[src/rtl/uart_pkg.sv]
// -----------------------------------------------------------------------------
// uart_pkg
// Shared definitions for the UART transmit peripheral: register offsets,
// STATUS bit positions, the transmitter state enum and the divisor width.
// -----------------------------------------------------------------------------
package uart_pkg;

    // Baud divisor register width (clocks per bit).
    localparam int DIV_W = 16;

    // Register byte offsets on the 4-bit bus address.
    localparam logic [3:0] ADDR_DATA   = 4'h0;
    localparam logic [3:0] ADDR_STATUS = 4'h4;
    localparam logic [3:0] ADDR_DIV    = 4'h8;

    // STATUS register bit positions.
    localparam int STAT_BUSY  = 0;
    localparam int STAT_FULL  = 1;
    localparam int STAT_EMPTY = 2;
    localparam int STAT_OVF   = 3;

    // Serial transmitter states.
    typedef enum logic [1:0] {
        IDLE,
        START,
        DATA,
        STOP
    } tx_state_e;

endpackage

[src/rtl/uart_tx_fifo.sv]
// -----------------------------------------------------------------------------
// uart_tx_fifo
// Small synchronous FIFO holding bytes waiting to be transmitted.
//
// Ports:
//   clk    - rising-edge clock
//   reset  - synchronous active-high reset (empties the FIFO)
//   push   - write wdata this cycle; accepted when not full, or when full
//            and a pop happens in the same cycle
//   pop    - discard the head entry (ignored when empty)
//   wdata  - entry to write
//   data   - head entry (valid while empty = 0)
//   full   - all DEPTH entries occupied
//   empty  - no entries occupied
// -----------------------------------------------------------------------------
module uart_tx_fifo #(
    parameter int DEPTH = 4,
    parameter int WIDTH = 8
) (
    input  logic             clk,
    input  logic             reset,
    input  logic             push,
    input  logic             pop,
    input  logic [WIDTH-1:0] wdata,
    output logic [WIDTH-1:0] data,
    output logic             full,
    output logic             empty
);

    // DEPTH is a power of two, so the pointers wrap naturally.
    localparam int AW = $clog2(DEPTH);

    logic [WIDTH-1:0] mem [DEPTH];
    logic [AW-1:0]    wr_ptr;
    logic [AW-1:0]    rd_ptr;
    logic [AW:0]      count;
    logic             do_push;
    logic             do_pop;

    // A pop in the same cycle frees the slot the push needs.
    assign do_push = push && (!full || pop);
    assign do_pop  = pop && !empty;

    assign full  = (count == (AW+1)'(DEPTH));
    assign empty = (count == '0);
    assign data  = mem[rd_ptr];

    // NOTE: sequential state is assigned with non-blocking (<=) so every
    // register samples the pre-edge values, independent of block ordering.
    always_ff @(posedge clk) begin
        if (reset) begin
            wr_ptr <= '0;
            rd_ptr <= '0;
            count  <= '0;
        end else begin
            if (do_push) wr_ptr <= wr_ptr + AW'(1);
            if (do_pop)  rd_ptr <= rd_ptr + AW'(1);
            case ({do_push, do_pop})
                2'b10:   count <= count + (AW+1)'(1);
                2'b01:   count <= count - (AW+1)'(1);
                default: count <= count;
            endcase
        end
    end

    // NOTE: storage has no reset; an entry is only read after it has been
    // written, so clearing it would add reset fan-out for no behaviour.
    always_ff @(posedge clk) begin
        if (do_push) mem[wr_ptr] <= wdata;
    end

endmodule

[src/rtl/uart_tx_periph.sv]
// -----------------------------------------------------------------------------
// uart_tx_periph
// Memory-mapped UART transmitter: a simple valid/ready register interface,
// a TX FIFO, a programmable baud divisor and an 8N1 serial FSM.
//
// Registers: 0x0 DATA   (W)  byte 0 pushes the FIFO
//            0x4 STATUS (R)  {overflow, empty, full, busy}; W1C overflow
//            0x8 DIV    (RW) clocks per bit, 0 is stored as 1
//
// Ports:
//   clk       - rising-edge clock
//   reset     - synchronous active-high reset
//   mem_valid - bus request
//   mem_ready - one-cycle acknowledge, the cycle after the request is seen
//   mem_addr  - register byte offset
//   mem_wdata - write data
//   mem_wstrb - byte strobes, all zero means read
//   mem_rdata - read data, valid while mem_ready = 1
//   tx        - serial output, idle high
// -----------------------------------------------------------------------------
module uart_tx_periph
    import uart_pkg::*;
#(
    parameter int CLK_DIV    = 16,
    parameter int FIFO_DEPTH = 4
) (
    input  logic        clk,
    input  logic        reset,
    input  logic        mem_valid,
    output logic        mem_ready,
    input  logic [3:0]  mem_addr,
    input  logic [31:0] mem_wdata,
    input  logic [3:0]  mem_wstrb,
    output logic [31:0] mem_rdata,
    output logic        tx
);

    localparam logic [DIV_W-1:0] DIV_RESET = DIV_W'(CLK_DIV);

    // Bus decode
    logic             req;
    logic             is_write;
    logic             push;
    logic             clr_ovf;
    logic             wr_div;
    logic [DIV_W-1:0] div_wr;
    logic [31:0]      read_val;
    logic [3:0]       status;

    // Peripheral state
    logic             overflow;
    logic [DIV_W-1:0] div_reg;
    logic             busy;

    // FIFO
    logic             pop;
    logic [7:0]       fifo_data;
    logic             fifo_full;
    logic             fifo_empty;

    // Transmitter
    tx_state_e        state, state_n;
    logic [DIV_W-1:0] baud_cnt, baud_n;
    logic [DIV_W-1:0] div_lat, div_lat_n;
    logic [2:0]       bit_idx, bit_n;
    logic [7:0]       tx_byte, tx_byte_n;
    logic             tx_n;
    logic             bit_end;
    logic             start_frame;

    // Upper write-data bits have no register behind them.
    logic             unused;
    assign unused = ^mem_wdata[31:16];

    // A request is serviced on the edge that raises mem_ready; holding
    // mem_valid through the ready cycle does not start a second access.
    assign req      = mem_valid && !mem_ready;
    assign is_write = |mem_wstrb;
    assign push     = req && is_write && (mem_addr == ADDR_DATA) && mem_wstrb[0];
    assign clr_ovf  = req && is_write && (mem_addr == ADDR_STATUS) && mem_wstrb[0]
                      && mem_wdata[STAT_OVF];
    assign wr_div   = req && is_write && (mem_addr == ADDR_DIV);

    assign div_wr = {mem_wstrb[1] ? mem_wdata[15:8] : div_reg[15:8],
                     mem_wstrb[0] ? mem_wdata[7:0]  : div_reg[7:0]};

    assign busy = (state != IDLE);

    // NOTE: every variable of a combinational block gets a default before
    // any branch, so no path can leave it unassigned and infer a latch.
    always_comb begin
        status             = '0;
        status[STAT_BUSY]  = busy;
        status[STAT_FULL]  = fifo_full;
        status[STAT_EMPTY] = fifo_empty;
        status[STAT_OVF]   = overflow;

        read_val = '0;
        case (mem_addr)
            ADDR_STATUS: read_val = {28'd0, status};
            ADDR_DIV:    read_val = {16'd0, div_reg};
            default:     read_val = '0;
        endcase
    end

    always_ff @(posedge clk) begin
        if (reset) begin
            mem_ready <= 1'b0;
            mem_rdata <= '0;
        end else begin
            mem_ready <= req;
            mem_rdata <= (req && !is_write) ? read_val : '0;
        end
    end

    // A dropped push wins over a simultaneous clear; both cannot come from
    // the same bus access, so the order only matters for robustness.
    always_ff @(posedge clk) begin
        if (reset) begin
            overflow <= 1'b0;
        end else if (push && fifo_full && !pop) begin
            overflow <= 1'b1;
        end else if (clr_ovf) begin
            overflow <= 1'b0;
        end
    end

    always_ff @(posedge clk) begin
        if (reset) begin
            div_reg <= DIV_RESET;
        end else if (wr_div) begin
            div_reg <= (div_wr == '0) ? DIV_W'(1) : div_wr;
        end
    end

    uart_tx_fifo #(
        .DEPTH (FIFO_DEPTH),
        .WIDTH (8)
    ) u_fifo (
        .clk   (clk),
        .reset (reset),
        .push  (push),
        .pop   (pop),
        .wdata (mem_wdata[7:0]),
        .data  (fifo_data),
        .full  (fifo_full),
        .empty (fifo_empty)
    );

    // Last clock of the current bit period, measured with the divisor
    // latched at frame start.
    assign bit_end = (baud_cnt == div_lat - DIV_W'(1));

    always_comb begin
        state_n     = state;
        baud_n      = baud_cnt;
        div_lat_n   = div_lat;
        bit_n       = bit_idx;
        tx_byte_n   = tx_byte;
        tx_n        = tx;
        pop         = 1'b0;
        start_frame = 1'b0;

        case (state)
            IDLE: begin
                tx_n = 1'b1;
                if (!fifo_empty) start_frame = 1'b1;
            end
            START: begin
                if (bit_end) begin
                    state_n = DATA;
                    baud_n  = '0;
                    bit_n   = 3'd0;
                    tx_n    = tx_byte[0];
                end else begin
                    baud_n = baud_cnt + DIV_W'(1);
                end
            end
            DATA: begin
                if (bit_end) begin
                    baud_n = '0;
                    if (bit_idx == 3'd7) begin
                        state_n = STOP;
                        tx_n    = 1'b1;
                    end else begin
                        bit_n = bit_idx + 3'd1;
                        tx_n  = tx_byte[bit_n];
                    end
                end else begin
                    baud_n = baud_cnt + DIV_W'(1);
                end
            end
            STOP: begin
                if (bit_end) begin
                    if (!fifo_empty) begin
                        start_frame = 1'b1;
                    end else begin
                        state_n = IDLE;
                        tx_n    = 1'b1;
                    end
                end else begin
                    baud_n = baud_cnt + DIV_W'(1);
                end
            end
            default: begin
                state_n = IDLE;
                tx_n    = 1'b1;
            end
        endcase

        // Shared by IDLE and back-to-back STOP: take the head byte and
        // freeze the divisor for the whole frame.
        if (start_frame) begin
            pop       = 1'b1;
            state_n   = START;
            tx_byte_n = fifo_data;
            div_lat_n = div_reg;
            baud_n    = '0;
            bit_n     = 3'd0;
            tx_n      = 1'b0;
        end
    end

    always_ff @(posedge clk) begin
        if (reset) begin
            state    <= IDLE;
            baud_cnt <= '0;
            div_lat  <= DIV_RESET;
            bit_idx  <= 3'd0;
            tx_byte  <= '0;
            tx       <= 1'b1;
        end else begin
            state    <= state_n;
            baud_cnt <= baud_n;
            div_lat  <= div_lat_n;
            bit_idx  <= bit_n;
            tx_byte  <= tx_byte_n;
            tx       <= tx_n;
        end
    end

endmodule

[config.mk]
export PLATFORM = sky130hd
export DESIGN_NAME = uart_tx_periph
export DESIGN_NICKNAME = d
export VERILOG_FILES = /design/src/rtl/uart_pkg.sv /design/src/rtl/uart_tx_fifo.sv /design/src/rtl/uart_tx_periph.sv
export SDC_FILE = /design/constraint.sdc
export NUM_CORES = 1
export LEC_CHECK = 0
export BUFFER_PORTS_ARGS = -buffer_cell sky130_fd_sc_hd__buf_4
export CORE_MARGIN = 3
export CORE_UTILIZATION = 60
export CTS_BUF_LIST = sky130_fd_sc_hd__clkbuf_4 sky130_fd_sc_hd__clkbuf_8
export CTS_CLUSTER_DIAMETER = 30
export CTS_CLUSTER_SIZE = 12
export DETAILED_ROUTE_END_ITERATION = 6
export PLACE_DENSITY = 0.95
export SYNTH_ARGS = -nofsm -noshare
export SYNTH_HDL_FRONTEND = slang
export SYNTH_SLANG_ARGS = --single-unit
[constraint.sdc]
create_clock -name clk -period 5.65 [get_ports clk]
set_input_delay 0.8475 -clock clk [delete_from_list [all_inputs] [get_ports clk]]
set_output_delay 0.8475 -clock clk [all_outputs]
set_load 0.01 [all_outputs]
======== Word level (Yosys, flattened, before mapping) ========
Memory sizes are Yosys's and may differ from the RTL's. A register that Yosys moved wholly into a read port is not among the register bits.
Cells that the tools add are included.
cells by class
  mux-type cells .......................... 36
  $lt $le $gt $ge ......................... 1
  add/sub/neg operators ................... 7
  bitwise gates (word level) .............. 1
  equal/unequal tests ..................... 22
  reduce and logical (&&, ||, !) cells .... 39
  shift-type cells ........................ 0
  $mul .................................... 0
  divide/modulo/power cells ............... 0
operator list
  kind                                                                   number
  16-bit one-hot mux with 2 select lines                                 2
  16-bit 2-to-1 mux                                                      3
  16-bit by 1-bit adder with 16-bit output (second input constant)       1
  16-bit == test                                                         1
  16-bit logical NOT                                                     1
  8-bit 2-to-1 mux                                                       2
  16-bit by 1-bit subtractor with 16-bit output (second input constant)  1
  1-bit 2-to-1 mux                                                       15
  3-bit inequality test (second input constant)                          5
  2-bit inequality test (second input constant)                          7
  1-bit logical AND                                                      13
  3-bit one-hot mux with 2 select lines                                  2
  6-bit AND reduction                                                    2
  2-bit 2-to-1 mux                                                       5
  2-bit nonzero test                                                     5
  3-bit 2-to-1 mux                                                       3
  4-bit AND reduction                                                    2
  3-bit by 1-bit adder with 3-bit output (second input constant)         2
  2-bit == test (second input constant)                                  3
  3-bit == test (second input constant)                                  2
  2-bit one-hot mux with 3 select lines                                  1
  2-bit OR reduction                                                     3
  1-bit logical NOT                                                      5
  2-bit by 1-bit adder with 2-bit output (second input constant)         2
  other kinds (17)                                                       18
storage, ports and cells
  output and inout bits ................... 34
  ROM bits ................................ 0
  memories kept ........................... 1
  input bits .............................. 43
  latch bits .............................. 0
  logic and storage cells ................. 120
  register bits ........................... 95
  RAM bits ................................ 32
memory list
  name        depth  bits a word  rd ports  clocked after memory_dff  write ports  line                RTL
  u_fifo.mem  4      8            1         1                         1            uart_tx_fifo.sv:33  logic [WIDTH-1:0] mem [DEPTH];

======== Depth between registers and ports, before layout ========
  depth in word-level cells ............... 9
  depth in mapped cells ................... 17
  depth with buffers taken out ............ 16

======== By module ========
Synthesis repeated with hierarchy kept, for this count alone.
second synthesis, totals
  cell total of the unflattened synthesis .. 607
  area, all modules ....................... 6070.8 µm²
modules (own cells, without submodules)
  module          area each (µm²)  times used  cells an instance
  uart_tx_periph  4425.5           1           511
  uart_tx_fifo    1645.3           1           96

======== Worst setup path before layout ========
Ideal clock, no wire load.
  path type ............................... reg2reg
  start ................................... register div_lat[0]
  end ..................................... register u_fifo.count[2]
  arrival time ............................ 3.940 ns
  data required time ...................... 5.580 ns
  setup slack ............................. 1.640 ns
  stages on the path, launching flop included .. 16
  buffers on the path ..................... 2
  cell sequence ........................... dfxtp_1 or4_4 nor4_4 mux2i_1 or3b_4 a2111oi_4 a22oi_2 buf_2 inv_1 buf_2 ha_1 inv_1 fa_1 xor2_1 or3_1 a21oi_1
RTL lines
  item                                                                                line                   RTL
  start, declared                                                                     uart_tx_periph.sv:64   logic [DIV_W-1:0] div_lat, div_lat_n;
  start signal, assigned                                                              uart_tx_periph.sv:235  div_lat <= div_lat_n;
  16-bit by 1-bit subtractor with 16-bit output (*)                                   uart_tx_periph.sv:152  assign bit_end = (baud_cnt == div_lat - DIV_W'(1));
  16-bit == test (*)                                                                  uart_tx_periph.sv:152
  1-bit 2-to-1 mux (*)                                                                uart_tx_periph.sv:194  if (bit_end) begin
  1-bit one-hot mux with 2 select lines (*)                                           uart_tx_periph.sv:164  case (state)
  1-bit 2-to-1 mux (*)                                                                uart_tx_periph.sv:213  if (start_frame) begin
  1-bit logical AND (*)                                                               uart_tx_fifo.sv:42     assign do_pop = pop && !empty;
  via u_fifo.do_pop                                                                   uart_tx_fifo.sv:38     logic do_pop;
  2-bit by 1-bit == test with 1-bit output / 2-bit == test (equally long branches)    uart_tx_fifo.sv:58     case ({do_push, do_pop})
  3-bit one-hot mux with 2 select lines / 2-bit nonzero test (equally long branches)  --
  end signal, assigned                                                                uart_tx_fifo.sv:59     2'b10: count <= count + (AW+1)'(1);
  end signal, assigned                                                                uart_tx_fifo.sv:60     2'b01: count <= count - (AW+1)'(1);
  end signal, assigned                                                                uart_tx_fifo.sv:61     default: count <= count;
  end, declared                                                                       uart_tx_fifo.sv:36     logic [AW:0] count;
The timed path passes the listed nets; every way through them passes the cells marked *.
A chain may end at the register's enable or synchronous reset.

======== Final worst setup path ========
  start ................................... register div_lat[1]
  end ..................................... register u_fifo.count[2]
on the way
  word-level cells in the longest chain between the ends .. 9
RTL lines
  item                                                                                line                   RTL
  16-bit by 1-bit subtractor with 16-bit output (*)                                   uart_tx_periph.sv:152
  16-bit == test (*)                                                                  uart_tx_periph.sv:152
  1-bit 2-to-1 mux (*)                                                                uart_tx_periph.sv:194
  1-bit one-hot mux with 2 select lines (*)                                           uart_tx_periph.sv:164
  1-bit 2-to-1 mux (*)                                                                uart_tx_periph.sv:213
  1-bit logical OR                                                                    uart_tx_fifo.sv:41     assign do_push = push && (!full || pop);
  1-bit logical AND                                                                   uart_tx_fifo.sv:41
  2-bit by 1-bit == test with 1-bit output / 2-bit == test (equally long branches)    uart_tx_fifo.sv:58
  3-bit one-hot mux with 2 select lines / 2-bit nonzero test (equally long branches)  --
Mark *: on every way between the ends. The rest lies on a longest branch, timed or not.

==> metrics.csv <==
metric;value;unit
nets@finish;687;
maxcap violations;0;
Final ANT Viol Nets;0;
Hold Fails Final Rpt;0;
mapped cell area;5740;µm²
Final min period;4.88;ns
commonest non-fill, non-tap cells in the layout;dfxtp_1 (87), nor2_1 (77), buf_4 (46);
ys flop type;dfxtp_1;
DR vias;4763;
skew final;0.0103;ns
syn avg cell area;9.74;µm²
GRT Resource Usage Total;0.259;
first-pass GRT wire length;22500;µm
#FFs+latches synth;119;
Total Wirelength;13900;µm
Yosys cell types;58;
async set-reset flop share out of synthesis;0;
clock latency on the worst-skew pair;0.45;ns
endpoints failing setup;0;
Max H-tree Level;4;
critical path fanouts, max;25;
cell taking the most area after synthesis;dfxtp_1;
sequential area share after synthesis;0.470;
DP Wirelength;9090;µm
worst setup path category;flip-flop to flip-flop;
vias in the first global route;4559;
Hold Path End;div_lat[14]$_SDFFE_PP0P_;
failing checks;DRC;
post-synthesis adder-cell area fraction;0.0362;
fin. max-slew vios;0;
Critical Path RT;6.02;ns
share of layout cells above drive strength 1;0.161;
CTS tree;built;
Root Driver;clkbuf_8;
Vert. Die Dim;104;µm
crit-path leading delay family;simple AND/OR/NAND/NOR gates;
largest net degree at the start of global routing;50;
# rows;35;
Worst VDD drop;0.213;mV
max reg flops;32;
CTS buffer count;17;
Synth Area in XOR/XNOR;0.0381;
largest cells by area after synthesis;dfxtp_1 (30%), edfxtp_1 (17%), nor2_1 (5.0%);
total grt overflow;0;
Sink Count;119;
Util after Layout;0.696;
post-DR vias/cell;6.19;
PwrDens;339;nW/µm²
RR Startpoint;div_lat[1]$_SDFFE_PP0P_;
Inserted Diodes;0;
top cell type's share of synthesized area;0.303;
Post-CTS Setup Bufs;0;
crit-path cells;inv_1 > ha_1 > or4b_2 > or4_1 > and4b_1 > nor3_1 > nor3_1 > a22oi_2 > buf_4 > inv_1 > ha_1 > inv_1 > fa_1 > xor2_1 > or3_1 > a21oi_1;
Worst EP arrival;5.25;ns
Initial Util;0.619;
max incr delay on CP;0.69;ns
Slew headroom;0.385;
First-pass DRT Iterations;7;
worst min-delay path startpoint;div_lat[14]$_SDFFE_PP0P_;
Filler cells;615;
clock tree buffer depth;2;
CTS clk-pin slew, worst paths;0.08;ns
largest family of logic cells by synthesized area;simple AND/OR/NAND/NOR gates;
Compound-Gate Fraction of Synth Area;0.109;
Slowest-stage cell, CP;or4b_2;
WL per Instance;18.0;µm
io pins;77;
unrepaired setup endpoints after global routing;false;
fin crit share;0.864;
commonest non-fill, non-tap cell in the layout;dfxtp_1;
Synth Warn #;0;
Worst R2R Path Depth;16;
Setup TNS;0;ns
status;complete, but fails checks;
Multi-input gate area;2770;µm²
initial antenna violation count;0;
Synth Area in Simple Gates;0.199;
worst slew pin tran;0.910;ns
port bufs;44;
Worst Path Buf+Inv;4;
most used cell, CP;inv_1;
register area;2700;µm²
Hold Crit Class;flip-flop to flip-flop;
Core Area;9280;µm²
Area Growth Syn to Fin;12.5;%
CP Capture Type;flip-flop;
maximum operating frequency;205;MHz
# hold bufs at CTS;0;
die area;10800;µm²
drt drc;2;
Worst Setup Start Kind;flip-flop;
R2R Setup Slk;0.77;ns
Routability Congestion;0.936;
largest reg by FF count;u_fifo.mem;
Pleak;0.00251;µW
Syn Inst Count;590;
Die W;104;µm
Min-Delay Path Depth;2;
EDFF count, synth;32;
post-cts sizing count;0;
worst r2r dst;u_fifo.count[2]$_SDFFE_PP0P_;
Initial DRC Count;449;
post-synthesis mux area share;0.0902;
[layout make-up]
type | instances | share of cell area
clock buffers | 18 | 0.0374
clock inverters | 14 | 0.0217
inverters | 26 | 0.0151
multi-input cells | 418 | 0.429
flip-flops and latches | 119 | 0.418
well taps | 129 | 0.0250
repair buffers | 46 | 0.0534
[metal layers]
metal	GRT usage	vias up	routed length [µm]
li1	-	2151	-
met1	0.321	2268	5480
met2	0.424	294	6730
met3	0.0642	50	1170
met4	0.127	0	480
met5	0	-	0
[synthesized netlist by cell type (6+ instances only)]
cell,n
dfxtp_1,87
nand4_1,10
and2_1,13
nor2b_1,6
mux2i_1,27
xnor2_1,15
a21oi_1,41
or4_1,7
o21ai_0,14
a31oi_1,7
clkbuf_1,15
nand2_1,42
nor3_1,17
mux4_2,10
ha_1,15
xor2_1,10
or3_1,7
nor2_1,77
buf_2,8
buf_4,16
edfxtp_1,32
nand3_1,13
inv_1,26
[report_power, final]
part | switching [µW] | internal, µW | total (µW)
Clock | 394 | 365 | 760
Sequential | 45.7 | 906 | 951
Combinational | 302 | 179 | 480
[logic make-up after synthesis]
logic type,count (synthesis)
simple gates,226
compound gates,96
mux,39
flops,119
buf+inv,68
xor+xnor,25
other cells,1
fa+ha+maj,16
[worst max path at each step]
stage                                   end                     from  depth (start not counted)  slack [ns]
3_3_place_gp   u_fifo.count[2]$_SDFFE_PP0P_  div_lat[0]$_SDFFE_PP0P_                         16        1.22
5_1_grt        u_fifo.count[2]$_SDFFE_PP0P_  div_lat[1]$_SDFFE_PP0P_                         16        0.55
2_1_floorplan  u_fifo.count[2]$_SDFFE_PP0P_  div_lat[0]$_SDFFE_PP0P_                         15        1.64
4_1_cts        u_fifo.count[2]$_SDFFE_PP0P_  div_lat[1]$_SDFFE_PP0P_                         16        0.91
3_5_place_dp   u_fifo.count[2]$_SDFFE_PP0P_  div_lat[0]$_SDFFE_PP0P_                         16        1.06
6_report       u_fifo.count[2]$_SDFFE_PP0P_  div_lat[1]$_SDFFE_PP0P_                         16        0.77
[worst reg2reg max path: cells and delay by family (launching register included)]
family | cells | cell delay, ns
XOR/XNOR | 1 | 0.09
buffers and inverters | 4 | 0.76
adder cells (fa/ha/maj) | 3 | 0.71
AND/OR/NAND/NOR | 6 | 2.37
AO/OA/AOI/OAI | 2 | 0.52
flip-flops | 1 | 0.35
[stage by stage]
step	total power (µW)	instances	hold WS, ns	cell area, µm²	worst slack, ns
3_3_place_gp	1400	738	0.447	6080	1.22
4_1_cts	2180	770	0.494	6460	0.915
5_1_grt	2280	770	0.503	6460	0.546
3_5_place_dp	1420	738	0.468	6080	1.06
2_1_floorplan	1330	605	0.436	5800	1.64
6_report	2190	770	0.496	6460	0.766
No activity file was read; power rests on OpenSTA's default activity.
